**src/rtl/dmem_port_arbiter.sv**
```systemverilog
// Data-memory port arbiter: the pipeline MEM stage owns the port by default, and a
// debug/loader requester gets single-cycle slots when the pipeline is idle or starved.
module dmem_port_arbiter #(
  parameter int unsigned ADDR_W       = 8,
  parameter int unsigned DATA_W       = 32,
  parameter int unsigned STARVE_LIMIT = 8
) (
  input  logic              clk,
  input  logic              rst,
  // pipeline MEM stage
  input  logic              p_req,
  input  logic              p_we,
  input  logic [ADDR_W-1:0] p_addr,
  input  logic [DATA_W-1:0] p_wdata,
  output logic [DATA_W-1:0] p_rdata,
  output logic              p_stall,
  // debug / loader requester
  input  logic              d_req,
  input  logic              d_we,
  input  logic [ADDR_W-1:0] d_addr,
  input  logic [DATA_W-1:0] d_wdata,
  output logic              d_ack,
  output logic [DATA_W-1:0] d_rdata,
  // data memory
  output logic              mem_we,
  output logic [ADDR_W-1:0] mem_addr,
  output logic [DATA_W-1:0] mem_wdata,
  input  logic [DATA_W-1:0] mem_rdata
);

  typedef enum logic [1:0] {
    StPOwn   = 2'd0,
    StDGrant = 2'd1,
    StDResp  = 2'd2
  } state_e;

  localparam logic [7:0] Limit = 8'(STARVE_LIMIT);

  state_e     state_q;
  logic [7:0] wait_cnt_q;
  logic       d_grant;
  logic       d_win;

  assign d_grant = (state_q == StDGrant);
  // Debug wins in P_OWN when the pipeline is idle or has starved it long enough.
  assign d_win   = d_req && (!p_req || (wait_cnt_q == Limit));

  always_comb begin
    mem_addr  = p_addr;
    mem_wdata = p_wdata;
    mem_we    = p_req & p_we;
    if (d_grant) begin
      mem_addr  = d_addr;
      mem_wdata = d_wdata;
      mem_we    = d_we;
    end
  end

  assign p_rdata = mem_rdata;
  assign p_stall = d_grant & p_req;

  always_ff @(posedge clk) begin
    if (!rst) begin
      state_q    <= StPOwn;
      wait_cnt_q <= 8'd0;
      d_ack      <= 1'b0;
      d_rdata    <= '0;
    end else begin
      unique case (state_q)
        StPOwn: begin
          d_ack <= 1'b0;
          if (d_win) begin
            state_q    <= StDGrant;
            wait_cnt_q <= 8'd0;
          end else if (d_req) begin
            if (wait_cnt_q != Limit) wait_cnt_q <= wait_cnt_q + 8'd1;
          end else begin
            wait_cnt_q <= 8'd0;
          end
        end
        StDGrant: begin
          // Captured on writes as well; the requester ignores it then.
          d_rdata <= mem_rdata;
          d_ack   <= 1'b1;
          state_q <= StDResp;
        end
        StDResp: begin
          // d_req is ignored here so the requester has time to drop it.
          d_ack   <= 1'b0;
          state_q <= StPOwn;
        end
        default: begin
          d_ack   <= 1'b0;
          state_q <= StPOwn;
        end
      endcase
    end
  end

endmodule

```
**config.mk**
```make
export PLATFORM = sky130hd
export DESIGN_NAME = dmem_port_arbiter
export DESIGN_NICKNAME = d
export VERILOG_FILES = /design/src/rtl/dmem_port_arbiter.sv
export SDC_FILE = /design/constraint.sdc
export NUM_CORES = 1
export LEC_CHECK = 0
export CAP_MARGIN = 10
export CORE_AREA = 2 2 90 92
export CTS_CLUSTER_SIZE = 14
export DETAILED_ROUTE_END_ITERATION = 12
export DIE_AREA = 0 0 92 94
export GPL_ROUTABILITY_DRIVEN = 0
export GPL_TIMING_DRIVEN = 0
export PLACE_DENSITY = 0.85
export SYNTH_ARGS = -nofsm -noshare
export SYNTH_HDL_FRONTEND = slang
export SYNTH_SLANG_ARGS = --single-unit
```
**constraint.sdc**
```tcl
create_clock -name clk -period 3.3 [get_ports clk]
set_input_delay 0.495 -clock clk [delete_from_list [all_inputs] [get_ports clk]]
set_output_delay 0.495 -clock clk [all_outputs]
set_load 0.1 [all_outputs]
```
==> results by group <==
Finish
  • Most frequent cells in the layout: sky130_fd_sc_hd__nand2_1, sky130_fd_sc_hd__clkdlybuf4s50_1, sky130_fd_sc_hd__dfxtp_1, sky130_fd_sc_hd__a21boi_1, sky130_fd_sc_hd__dlygate4sd2_1
  • Area growth from synthesis to final layout: 95.7%
  • Fraction of layout cells with a size suffix above 1: 0.0911
  • Most common library cell in the layout ignoring fill and taps: sky130_fd_sc_hd__nand2_1
  • Fin nets: 723
  • Total non-filler cell area in the finished layout: 4950 µm²

Floorplanning
  • Die width: 92 µm
  • Core area: 7610 µm²
  • Std-Cell Rows: 32
  • Full die area: 8650 µm²
  • # IOs: 225
  • Floorplan die height: 94 µm
  • Initial standard-cell utilization of the core: 0.332

Global route
  • Total congestion overflow: 0
  • Combined global-route utilization of all metal layers: 0.208
  • Pin count of the biggest net entering global routing: 14
  • Number of global-route vias before repair: 3110
  • Wire length of the first global-routing pass: 14400 µm
  • Antenna violations before repair: 1

Critical path
  • Worst path top cell family by delay: buffers and inverters
  • Depth of the most critical reg-to-reg path: 6
  • CP Class: flip-flop to primary output
  • Worst R2R Start: wait_cnt_q[0]
  • CP Capture Type: primary output
  • Critical Path Max Stage Delay: 1.15 ns
  • Worst reg2reg path endpoint: wait_cnt_q[7]
  • Critical path cell sequence: nand2b_1, buf_2, buf_1, nor2_1, clkdlybuf4s50_1
  • Setup slack, reg-to-reg: 1.80 ns
  • Worst setup path endpoint: p_stall
  • Critical Path Start Type: flip-flop
  • Largest driver fanout on the critical path: 10
  • Slowest stage cell on the critical path: sky130_fd_sc_hd__clkdlybuf4s50_1
  • Startpoint of the most critical setup path: state_q[1]
  • WP depth: 5
  • Worst Path Required: 2.80 ns
  • Worst EP arrival: 2.52 ns
  • Sum of buffers and inverters on the critical path: 3

Drt
  • Number of DRC markers in iteration 0: 45
  • Total length of routed wires: 9410 µm
  • Total vias in the final route: 3158
  • Number of nets with antenna violations after routing: 0
  • Average wire per standard cell: 13.3 µm
  • Vias per cell: 4.47
  • First-pass DRT Iterations: 4
  • Number of remaining DRC errors: 0

Yosys
  • Synth Instances: 372
  • Post-Synthesis Net Count: 492
  • Area fraction of the dominant cell type after synthesis: 0.340
  • Count of unique library cells instantiated by Yosys: 30
  • Total of flip-flops plus latches after synthesis: 43
  • Share of the yosys chip area belonging to registers: 0.340
  • Netlist area before placement: 2530 µm²
  • Count of warnings emitted by yosys: 0
  • Average instance area after synthesis: 6.80 µm²
  • Largest cells by area after synthesis: sky130_fd_sc_hd__dfxtp_1, sky130_fd_sc_hd__nand2_1, sky130_fd_sc_hd__a21boi_1
  • Leading area contributor after synthesis: sky130_fd_sc_hd__dfxtp_1

Clock tree
  • Master cell of the clock root buffer: sky130_fd_sc_hd__clkbuf_8
  • Worst-Skew Late Latency: 0.29 ns
  • Number of buffers inserted during clock tree synthesis: 5
  • Number of clock sinks seen by CTS: 43
  • Cts hold-fix bufs: 0
  • Reg clk slew, reported paths: 0.08 ns
  • CTS tree: done
  • Post-CTS setup buffer count: 0
  • Total number of H-tree levels: 2
  • Clock Path Buffers: 2

Timing
  • Hold slack: 0.452 ns
  • Highest Clock Rate: 0.332 GHz
  • Number of endpoints failing setup at the final stage: 0
  • Measured slew at the worst slew-check pin: 1.05 ns
  • Max-slew violations: 0
  • Number of hold violations in the final report: 0
  • Max-Slew Margin vs Limit: 0.297
  • Setup repair after global routing missed its margin: false
  • Min Tclk post-route: 3.01 ns
  • Final setup TNS: 0 ns
  • Largest clock skew in the final design: 0.00417 ns
  • Final clock period utilization by the worst path: 0.914

Power
  • Maximum vdd ir drop: 0.283 mV
  • Power density over the cells: 370 nW/µm²
  • Leak: 2.16 nW
  • Total Power Consumption: 1.83 mW

Place
  • Detailed-placement wirelength estimate: 7820 µm
  • Dpl cell area: 4900 µm²
  • PortBufs: 224

Min path
  • Hold/Removal Path Class: flip-flop to flip-flop

Flow run
  • Max-capacitance violation count: 0

Run status
  • Run status: complete, no violations
-- worst min path at each step --
stage	start	to	slack (ns)	depth (start not counted)
finish	d_rdata[10]	d_rdata[10]	0.45	2
global route	d_rdata[2]	d_rdata[2]	0.47	2
CTS	d_rdata[2]	d_rdata[2]	0.46	2
detailed placement	d_rdata[10]	d_rdata[10]	0.45	2
global placement	d_rdata[29]	d_rdata[29]	0.44	2
floorplan	wait_cnt_q[7]	wait_cnt_q[7]	0.45	1
-- cell families (layout without fill, tap and decap cells) --
family	Yosys count	after routing	synth area share
XOR/XNOR	1	1	0.00346
adder cells (fa/ha/maj)	2	2	0.00989
AND/OR/NAND/NOR	221	221	0.365
AO/OA/AOI/OAI	49	49	0.146
flip-flops	43	43	0.340
buffers and inverters	56	288	0.136
other	0	1	0
-- state kept, by name, summed over array words and instances, names as in the netlist --
name / flops
state_q: 2
wait_cnt_q: 8
d_rdata: 32
d_ack: 1
-- Yosys cell counts --
library cell and n:
sky130_fd_sc_hd__nand2_1 197, sky130_fd_sc_hd__dfxtp_1 43, sky130_fd_sc_hd__a21boi_1 37, sky130_fd_sc_hd__buf_4 32, sky130_fd_sc_hd__buf_2 10, sky130_fd_sc_hd__clkbuf_1 8, sky130_fd_sc_hd__nand3_1 5, sky130_fd_sc_hd__nor2_1 5
sky130_fd_sc_hd__a31oi_1 3, sky130_fd_sc_hd__and2_1 3, sky130_fd_sc_hd__buf_1 3, sky130_fd_sc_hd__inv_1 3, sky130_fd_sc_hd__a21oi_1 2, sky130_fd_sc_hd__ha_1 2, sky130_fd_sc_hd__nor2b_1 2, sky130_fd_sc_hd__o21ai_1 2
sky130_fd_sc_hd__or2_1 2, sky130_fd_sc_hd__a211oi_4 1, sky130_fd_sc_hd__a21oi_2 1, sky130_fd_sc_hd__a32o_1 1, sky130_fd_sc_hd__a41oi_1 1, sky130_fd_sc_hd__nand2b_1 1, sky130_fd_sc_hd__nand4bb_4 1, sky130_fd_sc_hd__nor3_1 1
sky130_fd_sc_hd__nor3b_1 1, sky130_fd_sc_hd__nor3b_2 1, sky130_fd_sc_hd__nor4_2 1, sky130_fd_sc_hd__nor4b_4 1, sky130_fd_sc_hd__o21ai_0 1, sky130_fd_sc_hd__xor2_1 1
-- per-stage QoR --
| step | setup slack (ns) | utilization | instances |
|---|---|---|---|
| final | 0.285 | 0.651 | 707 |
| after global routing | 0.0894 | 0.650 | 706 |
| after CTS | 0.00104 | 0.649 | 706 |
| after detailed placement | 0.276 | 0.644 | 698 |
| after global placement | 0.311 | 0.644 | 698 |
| after floorplan | 0.727 | - | 372 |
-- report_power, final --
part / switching, mW / total (mW) / internal (mW)
Sequential: 0.00801 / 0.541 / 0.533
Combinational: 0.682 / 0.961 / 0.280
Clock: 0.180 / 0.328 / 0.148
Total: 0.869 / 1.83 / 0.961
-- timing repair --
item,in CTS,in global routing
endpoints found under the setup margin,37,4
gates resized for setup,37,4
hold endpoints to repair,0,0
-- layer usage --
metal  part of all wire  track usage
met1               0.36        0.208
met2               0.52        0.395
met3              0.095       0.0722
met4              0.026       0.0771
met5                  0            0
-- worst reg2reg max path, delay by kind of cell, from the launching register on --
kind | cells | cell delay, ns
DFF | 1 | 0.39
buffers and inverters | 1 | 0.08
adders and majority gates | 1 | 0.21
AOI/OAI and AO/OA | 3 | 0.60
and+or+nand+nor | 1 | 0.15
-- cell type report --
type	instances	area (µm²)
fillers	679	2660
repair buffers	224	2210
multi-input cells	273	1330
flip-flops and latches	43	861
plain buffers	53	332
well taps	102	128
clock buffers	6	72.6
clock inverters	2	12.5
inverters	3	11.3
diodes	1	2.50
Note: power is estimated with default switching activity, not from simulation.
